<file path="config.mk">
export PLATFORM = sky130hd
export DESIGN_NAME = pool_regfile_reader
export DESIGN_NICKNAME = d
export VERILOG_FILES = /design/src/rtl/pool_pkg.sv /design/src/rtl/pool_max_unit.sv /design/src/rtl/pool_regfile_reader.sv
export SDC_FILE = /design/constraint.sdc
export NUM_CORES = 1
export LEC_CHECK = 0
export CAP_MARGIN = 20
export CORE_AREA = 3 3 112 93
export CTS_CLUSTER_SIZE = 25
export DETAILED_ROUTE_END_ITERATION = 10
export DIE_AREA = 0 0 115 96
export PLACE_DENSITY = 0.62
export RECOVER_POWER = 25
export SLEW_MARGIN = 10
export SYNTH_ARGS = -nofsm -noshare
export SYNTH_HDL_FRONTEND = slang
export SYNTH_SLANG_ARGS = --single-unit
</file>
<file path="constraint.sdc">
create_clock -name clk -period 4 [get_ports clk]
set_input_delay 0.8 -clock clk [delete_from_list [all_inputs] [get_ports clk]]
set_output_delay 0.8 -clock clk [all_outputs]
set_load 0.005 [all_outputs]
</file>
<file path="src/rtl/pool_pkg.sv">
// Shared types and default sizes for the regfilePooling read-side logic.
// Default sizes match the register file instance in regfilePooling.
package pool_pkg;

  localparam int DATA_W  = 16;
  localparam int REG_NUM = 16;
  localparam int ADDR_W  = 4;
  localparam int NWIN_W  = 8;

  typedef enum logic [1:0] {
    IDLE,
    READ,
    OUT
  } pool_rd_state_t;

endpackage

</file>
<file path="src/rtl/pool_max_unit.sv">
// Combinational signed maximum with a first-load select.
// On ties the accumulator (earlier entry) is kept.
module pool_max_unit #(
  parameter int W = 16
) (
  input  logic         first_i,
  input  logic [W-1:0] acc_i,
  input  logic [W-1:0] sample_i,
  output logic [W-1:0] max_o
);

  assign max_o = (first_i || ($signed(sample_i) > $signed(acc_i))) ? sample_i : acc_i;

endmodule

</file>
<file path="src/rtl/pool_regfile_reader.sv">
// Read-side sequencer: walks the regfile read port and emits one signed
// max per window of win_size entries on a valid/ready stream.
//
// state | meaning
// IDLE  | waiting for a start command
// READ  | capturing one regfile entry per edge into the accumulator
// OUT   | holding a window result until the downstream accepts it
module pool_regfile_reader #(
  parameter int DATA_W  = pool_pkg::DATA_W,
  parameter int REG_NUM = pool_pkg::REG_NUM,
  parameter int ADDR_W  = pool_pkg::ADDR_W,
  parameter int NWIN_W  = pool_pkg::NWIN_W
) (
  input  logic              clk,
  input  logic              nrst,
  input  logic              start,
  input  logic [ADDR_W-1:0] base_adrs,
  input  logic [ADDR_W:0]   win_size,
  input  logic [NWIN_W-1:0] num_win,
  output logic [ADDR_W-1:0] rd_adrs,
  input  logic [DATA_W-1:0] rd_data,
  output logic              m_valid,
  output logic [DATA_W-1:0] m_data,
  input  logic              m_ready,
  output logic              busy,
  output logic              done,
  output logic              err
);

  import pool_pkg::*;

  pool_rd_state_t    state_q, state_d;
  logic [ADDR_W-1:0] rd_adrs_q, rd_adrs_d;
  logic [DATA_W-1:0] acc_q, acc_d;
  logic [DATA_W-1:0] m_data_q, m_data_d;
  logic [ADDR_W:0]   cnt_q, cnt_d;
  logic [ADDR_W:0]   win_q, win_d;
  logic [NWIN_W-1:0] nwin_q, nwin_d;
  logic              m_valid_q, m_valid_d;
  logic              busy_q, busy_d;
  logic              done_q, done_d;
  logic              err_q, err_d;

  logic              cmd_legal;
  logic              first_cap;
  logic [DATA_W-1:0] max_val;

  assign cmd_legal = (win_size != '0) && (win_size <= (ADDR_W+1)'(REG_NUM)) && (num_win != '0);
  // cnt_q counts remaining captures down from win_q; full count means nothing captured yet
  assign first_cap = (cnt_q == win_q);

  pool_max_unit #(.W(DATA_W)) u_max (
    .first_i  (first_cap),
    .acc_i    (acc_q),
    .sample_i (rd_data),
    .max_o    (max_val)
  );

  always_ff @(posedge clk or negedge nrst) begin
    if (!nrst) begin
      state_q   <= IDLE;
      rd_adrs_q <= '0;
      acc_q     <= '0;
      m_data_q  <= '0;
      cnt_q     <= '0;
      win_q     <= '0;
      nwin_q    <= '0;
      m_valid_q <= 1'b0;
      busy_q    <= 1'b0;
      done_q    <= 1'b0;
      err_q     <= 1'b0;
    end else begin
      state_q   <= state_d;
      rd_adrs_q <= rd_adrs_d;
      acc_q     <= acc_d;
      m_data_q  <= m_data_d;
      cnt_q     <= cnt_d;
      win_q     <= win_d;
      nwin_q    <= nwin_d;
      m_valid_q <= m_valid_d;
      busy_q    <= busy_d;
      done_q    <= done_d;
      err_q     <= err_d;
    end
  end

  always_comb begin
    state_d   = state_q;
    rd_adrs_d = rd_adrs_q;
    acc_d     = acc_q;
    m_data_d  = m_data_q;
    cnt_d     = cnt_q;
    win_d     = win_q;
    nwin_d    = nwin_q;
    m_valid_d = m_valid_q;
    busy_d    = busy_q;
    done_d    = 1'b0;
    err_d     = 1'b0;
    case (state_q)
      IDLE: begin
        if (start) begin
          if (cmd_legal) begin
            rd_adrs_d = base_adrs;
            busy_d    = 1'b1;
            win_d     = win_size;
            nwin_d    = num_win;
            cnt_d     = win_size;
            state_d   = READ;
          end else begin
            err_d  = 1'b1;
            done_d = 1'b1;
          end
        end
      end
      READ: begin
        acc_d     = max_val;
        rd_adrs_d = rd_adrs_q + ADDR_W'(1);
        cnt_d     = cnt_q - (ADDR_W+1)'(1);
        if (cnt_q == (ADDR_W+1)'(1)) begin
          m_data_d  = max_val;
          m_valid_d = 1'b1;
          state_d   = OUT;
        end
      end
      OUT: begin
        // rd_adrs already points at the next window base, so rd_data is primed
        if (m_ready) begin
          m_valid_d = 1'b0;
          if (nwin_q > NWIN_W'(1)) begin
            nwin_d  = nwin_q - NWIN_W'(1);
            cnt_d   = win_q;
            state_d = READ;
          end else begin
            nwin_d  = '0;
            done_d  = 1'b1;
            busy_d  = 1'b0;
            state_d = IDLE;
          end
        end
      end
      default: state_d = IDLE;
    endcase
  end

  assign rd_adrs = rd_adrs_q;
  assign m_valid = m_valid_q;
  assign m_data  = m_data_q;
  assign busy    = busy_q;
  assign done    = done_q;
  assign err     = err_q;

endmodule

</file>
==> impl_metrics.ini, run 1 <==
[run_status]
status = finished with violations
violations = max-capacitance violations, max-slew violations

[placed_design]
place.gp.congestion = 0.859
placed_cells = 551
portBuffers = 60
dp_hpwl_um = 6240

[sta]
worst_hold_slack_ns = 0.504
tightestPinTransition_ns = 2.18
skew_ns = 0.00629
finalSetupTns_ns = 0
rsz0062_at_grt = false
slew_viol_final = 40
fin_crit_sh = 0.855
period_needed_ns = 3.42
slew_headroom = -0.452
max_freq_ghz = 0.292
hold_violations = 0
setup-violations-final = 0

[detailed_routing]
via_per_inst = 5.46
wl_per_cell_um = 15.6
drt-initial-drc-count = 156
vias = 3097
drcViolationCount = 0
dr.pass1.iters = 4
final_antenna_net_count = 0
wl_um = 8850

[cts]
ctsHoldBuffers = 0
cts_buffer_depth = 2
cts_setup_buffers = 0
clkSinkCount = 60
cts_tree = yes
clk_latency_ns = 0.33
numCtsBuffers = 9
cts_root_buf = clkbuf_16
cts.reportedPaths.clkPinSlew_ns = 0.05
cts-resized-gates = 0
cts-htree-levels = 3

[logic_synthesis]
syn-instance-count = 388
ys_seq_elements = 60
synth_fp_nets = 450
synth_edf_count = 0
ys_types = 56
ys_seq_area_frac = 0.403
yosys.area.top_type = dfrtp_1
syn_area_mm2 = 0.00373
synth_area_leaders = dfrtp_1 40%, ha_1 8.4%, mux2_4 4.0%, mux2_2 3.9%, a31oi_1 3.5%
avgSynthCellArea_um2 = 9.61
synth_top_area_frac = 0.403
yosys_most_used_dff = dfrtp_1
synthArstFlopShare = 1.00
synth_warnings = 0

[die]
io_pins = 61
start_util = 0.395
die_h_um = 96
num_rows = 32
die_w_um = 115
core_area_mm2 = 0.00945
die-area_mm2 = 0.0110

[finish]
final_cell_mix = 60 x dfrtp_1, 59 x clkdlybuf4s50_1, 34 x nor2_1, 28 x inv_1
layout.nets = 505
fin_util = 0.503
n_fill_cell = 872
mostFrequentLayoutCell = dfrtp_1
multiInputGateArea_mm2 = 0.00202
finalNonFillerCells = 567
drive_above_1_share = 0.125
areaGrowthSynthToFinish_pct = 27.5
seq_area_mm2 = 0.00150
num_antenna_cells = 0

[power]
finalPower_mw = 4.19
p_leak_nw = 2.03
powerDensity_mw_per_mm2 = 882
ir_worst_vdd_mv = 0.267

[setup_path]
crit_fanout = 20
cp-start-kind = primary input
critPathTopFamily = simple AND/OR/NAND/NOR gates
r2r-end = acc_q[14]
cp_data_arrival_time_ns = 3.63
cp_cell_sequence = clkdlybuf4s50_1 -> ha_1 -> nand4_1 -> or4_4 -> o211ai_2 -> o221a_4 -> o31ai_4 -> buf_12 -> mux2_4
rr_worst_depth = 9
cpPeakStageDelay_ns = 0.59
crit_required_ns = 4.21
cpMaxStageDelayCell = or4_4
endpoint_kind = register
cp_num_buf_inv = 2
critical_path_class = in2reg
worstReg2RegStart = acc_q[15]
reg2reg_slack_ns = 1.15

[min_path]
min_from = nwin_q[3]
hold_depth = 1
hold_path_end = nwin_q[3]
hp-class = reg2reg

[grt]
antenna_found_initial = 0
grt_pass1_vias = 3007
grt_pass1_wl_um = 14800
groute.usage.overall = 0.170
grt_start_max_net_pins = 40
grt_overflow = 0

[run]
maxCapViolations = 1
synthesized netlist by cell type (4+ instances only):
library cell	n
a21oi_1	25
a31oi_1	21
buf_2	4
clkbuf_1	14
dfrtp_1	60
ha_1	25
inv_1	28
mux2_2	13
mux2_4	10
nand2_1	22
nand3_1	8
nor2_1	35
nor3_1	6
nor4_1	4
o21ai_0	22
o31ai_1	17
or4_1	15
area by class of cell:
class / count / share of cell area
inverter: 28 / 0.0221
clock inverter: 6 / 0.0184
clock buffer: 10 / 0.0502
timing repair buffer: 66 / 0.137
tap: 119 / 0.0313
sequential: 60 / 0.316
multi-input combinational: 278 / 0.425
through the flow:
stage / instance area (um^2) / setup WS (ns)
floorplan: 3730 / 0.912
global placement: 4430 / 0.319
detailed placement: 4430 / 0.260
CTS: 4760 / 0.602
global route: 4760 / 0.497
finish: 4760 / 0.579
worst max path at each step:
stage,start,end,slack (ns),cells past startpoint
floorplan,rd_data[15],acc_q[10],0.91,7
global placement,rd_data[15],acc_q[13],0.32,9
detailed placement,rd_data[15],acc_q[14],0.26,9
CTS,rd_data[15],acc_q[14],0.60,9
global route,rd_data[15],acc_q[14],0.50,9
finish,rd_data[15],acc_q[14],0.58,9
per-layer routing:
layer	vias up	wire length [um]	track usage	share of wire
met5	-	0	0	0
met1	1484	4610	0.245	0.52
met3	6	365	0.0490	0.041
met4	0	71	0.0401	0.0080
met2	60	3800	0.251	0.43
li1	1547	-	-	-
flip-flops by register name, summed over array words and instances (netlist names):
name and count:
acc_q 16, cnt_q 5, nwin_q 8, rd_adrs 4, err 1, state_q 2, win_q 5, busy 1
done 1, m_valid 1, m_data 16
cell families (layout without fill, tap and decap cells):
group / after synthesis / after routing / share of synthesized area
buffers and inverters: 50 / 110 / 0.0600
and+or+nand+nor: 111 / 111 / 0.157
adders and majority gates: 25 / 25 / 0.0839
AOI/OAI and AO/OA: 113 / 113 / 0.203
xor gates and xnor gates: 6 / 6 / 0.0141
muxes: 23 / 23 / 0.0795
DFF: 60 / 60 / 0.403
where the power goes:
part	total [mW]	switching, mW	internal, mW
Sequential	1.15	0.230	0.921
Clock	0.845	0.285	0.561
Combinational	2.20	1.12	1.08
Total	4.19	1.63	2.56
No activity file was read; power rests on OpenSTA's default activity.
==> run 2: changes to the inputs <==
--- a/config.mk
+++ b/config.mk
@@ -12,6 +12,7 @@
 export DIE_AREA = 0 0 115 96
 export PLACE_DENSITY = 0.62
 export RECOVER_POWER = 25
+export SKIP_LAST_GASP = 1
 export SLEW_MARGIN = 10
 export SYNTH_ARGS = -nofsm -noshare
 export SYNTH_HDL_FRONTEND = slang
==> results of run 2 <==
No change in the layout: final DEF, timing and power equal those of run 1.
==> run 3: changes to the inputs <==
==> constraint.sdc (replaced) <==
create_clock -name clk -period 3.6 [get_ports clk]
set_input_delay 0.72 -clock clk [delete_from_list [all_inputs] [get_ports clk]]
set_output_delay 0.72 -clock clk [all_outputs]
set_load 0.005 [all_outputs]
==> run 3 against run 2 <==
Compared with the run above: the flow still finishes with violations (max-capacitance violations, max-slew violations); sequential cell count unchanged; clock power increased by 8.5%; sequential share of layout area decreased by 0.32 points; setup slack got worse by 0.23 ns; critical endpoint is now acc_q[2]; register-to-register slack got worse by 0.32 ns; worst hold slack got worse by 0.090 ns.
==> impl_metrics.ini, run 3 (synthesis gave the netlist of run 1 again) <==
[setup_path]
cp_data_arrival_time_ns = 3.46
crit_required_ns = 3.81
crit_fanout = 13
endpoint_kind = register
cp-start-kind = primary input
critical_path_class = in2reg
rr_worst_depth = 9

[finish]
final_cell_mix = 60 x dfrtp_1, 59 x clkdlybuf4s50_1, 34 x nor2_1, 28 x inv_1
layout.nets = 512
finalNonFillerCells = 574
areaGrowthSynthToFinish_pct = 28.8
num_antenna_cells = 0
drive_above_1_share = 0.132
mostFrequentLayoutCell = dfrtp_1

[grt]
grt_start_max_net_pins = 47
grt_pass1_vias = 3118
grt_overflow = 0
groute.usage.overall = 0.173
grt_pass1_wl_um = 15200
antenna_found_initial = 0

[cts]
clk_latency_ns = 0.33
cts_tree = yes
numCtsBuffers = 9
ctsHoldBuffers = 0
cts_buffer_depth = 2
cts-htree-levels = 3
cts_setup_buffers = 0
cts-resized-gates = 0
clkSinkCount = 60
cts_root_buf = clkbuf_16
cts.reportedPaths.clkPinSlew_ns = 0.05

[sta]
setup-violations-final = 0
period_needed_ns = 3.26
slew_headroom = -0.302
finalSetupTns_ns = 0
hold_violations = 0
max_freq_ghz = 0.307
tightestPinTransition_ns = 1.95
fin_crit_sh = 0.904
slew_viol_final = 35
skew_ns = 0.0102
rsz0062_at_grt = false

[die]
start_util = 0.395
die-area_mm2 = 0.0110
die_w_um = 115
num_rows = 32
io_pins = 61
die_h_um = 96
core_area_mm2 = 0.00945

[detailed_routing]
wl_um = 9010
final_antenna_net_count = 0
drcViolationCount = 0
vias = 3142
dr_wl_met2_um = 3980
top_layer = met4
drt-met1-wl_um = 4530
via_per_inst = 5.47
dr.pass1.iters = 4
drt-initial-drc-count = 181
wl_met3_um = 374
wl_per_cell_um = 15.7

[placed_design]
place.gp.congestion = 0.829
dp_hpwl_um = 6540
portBuffers = 60
placed_cells = 557

[min_path]
hp-class = in2async

[power]
p_leak_nw = 2.07
ir_worst_vdd_mv = 0.406
powerDensity_mw_per_mm2 = 980

[run_status]
status = finished with violations
violations = max-capacitance violations, max-slew violations

[run]
maxCapViolations = 1
## run 3: worst paths after layout
path	startpoint	end	slack, ns
min in group clk	acc_q[2]	acc_q[2]	0.50
worst max register to register	acc_q[13]	acc_q[2]	0.83
worst max-delay path	rd_data[15]	acc_q[2]	0.34
worst min-delay path	nrst	m_data[14]	0.41
worst min register to register	acc_q[2]	acc_q[2]	0.50
max in group asynchronous	nrst	state_q[0]	0.93
## run 3: worst max-delay path, stage by stage
cell and delay (ns):
clkdlybuf4s50_1 0.45, ha_1 0.36, nand4_1 0.16, or4_4 0.59, o211ai_2 0.25, nor4_4 0.13
o31ai_4 0.26, buf_12 0.20, mux2_2 0.34
## run 3: metal layers
layer  vias up  GRT usage
li1       1562          -
met4         0     0.0440
met1      1503      0.242
met2        65      0.268
met3        12     0.0434
met5         -          0
## run 3: final cells by class
type	instances	area [um^2]
Sequential cell	60	1500
Clock inverter	5	75.1
Tap cell	119	149
Multi-Input combinational cell	278	2020
Clock buffer	11	243
Fill cell	872	4640
Inverter	28	105
Timing Repair Buffer	73	709
## run 3: where the power goes
group / internal [mW] / total [mW] / switching, mW
clock: 0.620 / 0.917 / 0.296
combinational: 1.26 / 2.51 / 1.25
sequential: 1.02 / 1.28 / 0.257
total: 2.90 / 4.71 / 1.80
## run 3: per-stage QoR
stage	total power [mW]	area [um^2]	setup WS (ns)	hold WS, ns	utilization
finish	4.71	4800	0.344	0.414	0.508
global route	5.11	4800	0.177	0.466	0.508
CTS	4.76	4810	0.355	0.504	0.509
detailed placement	3.81	4490	0.00886	0.493	0.475
global placement	3.74	4490	0.0587	0.479	0.475
floorplan	3.00	3730	0.592	0.424	-
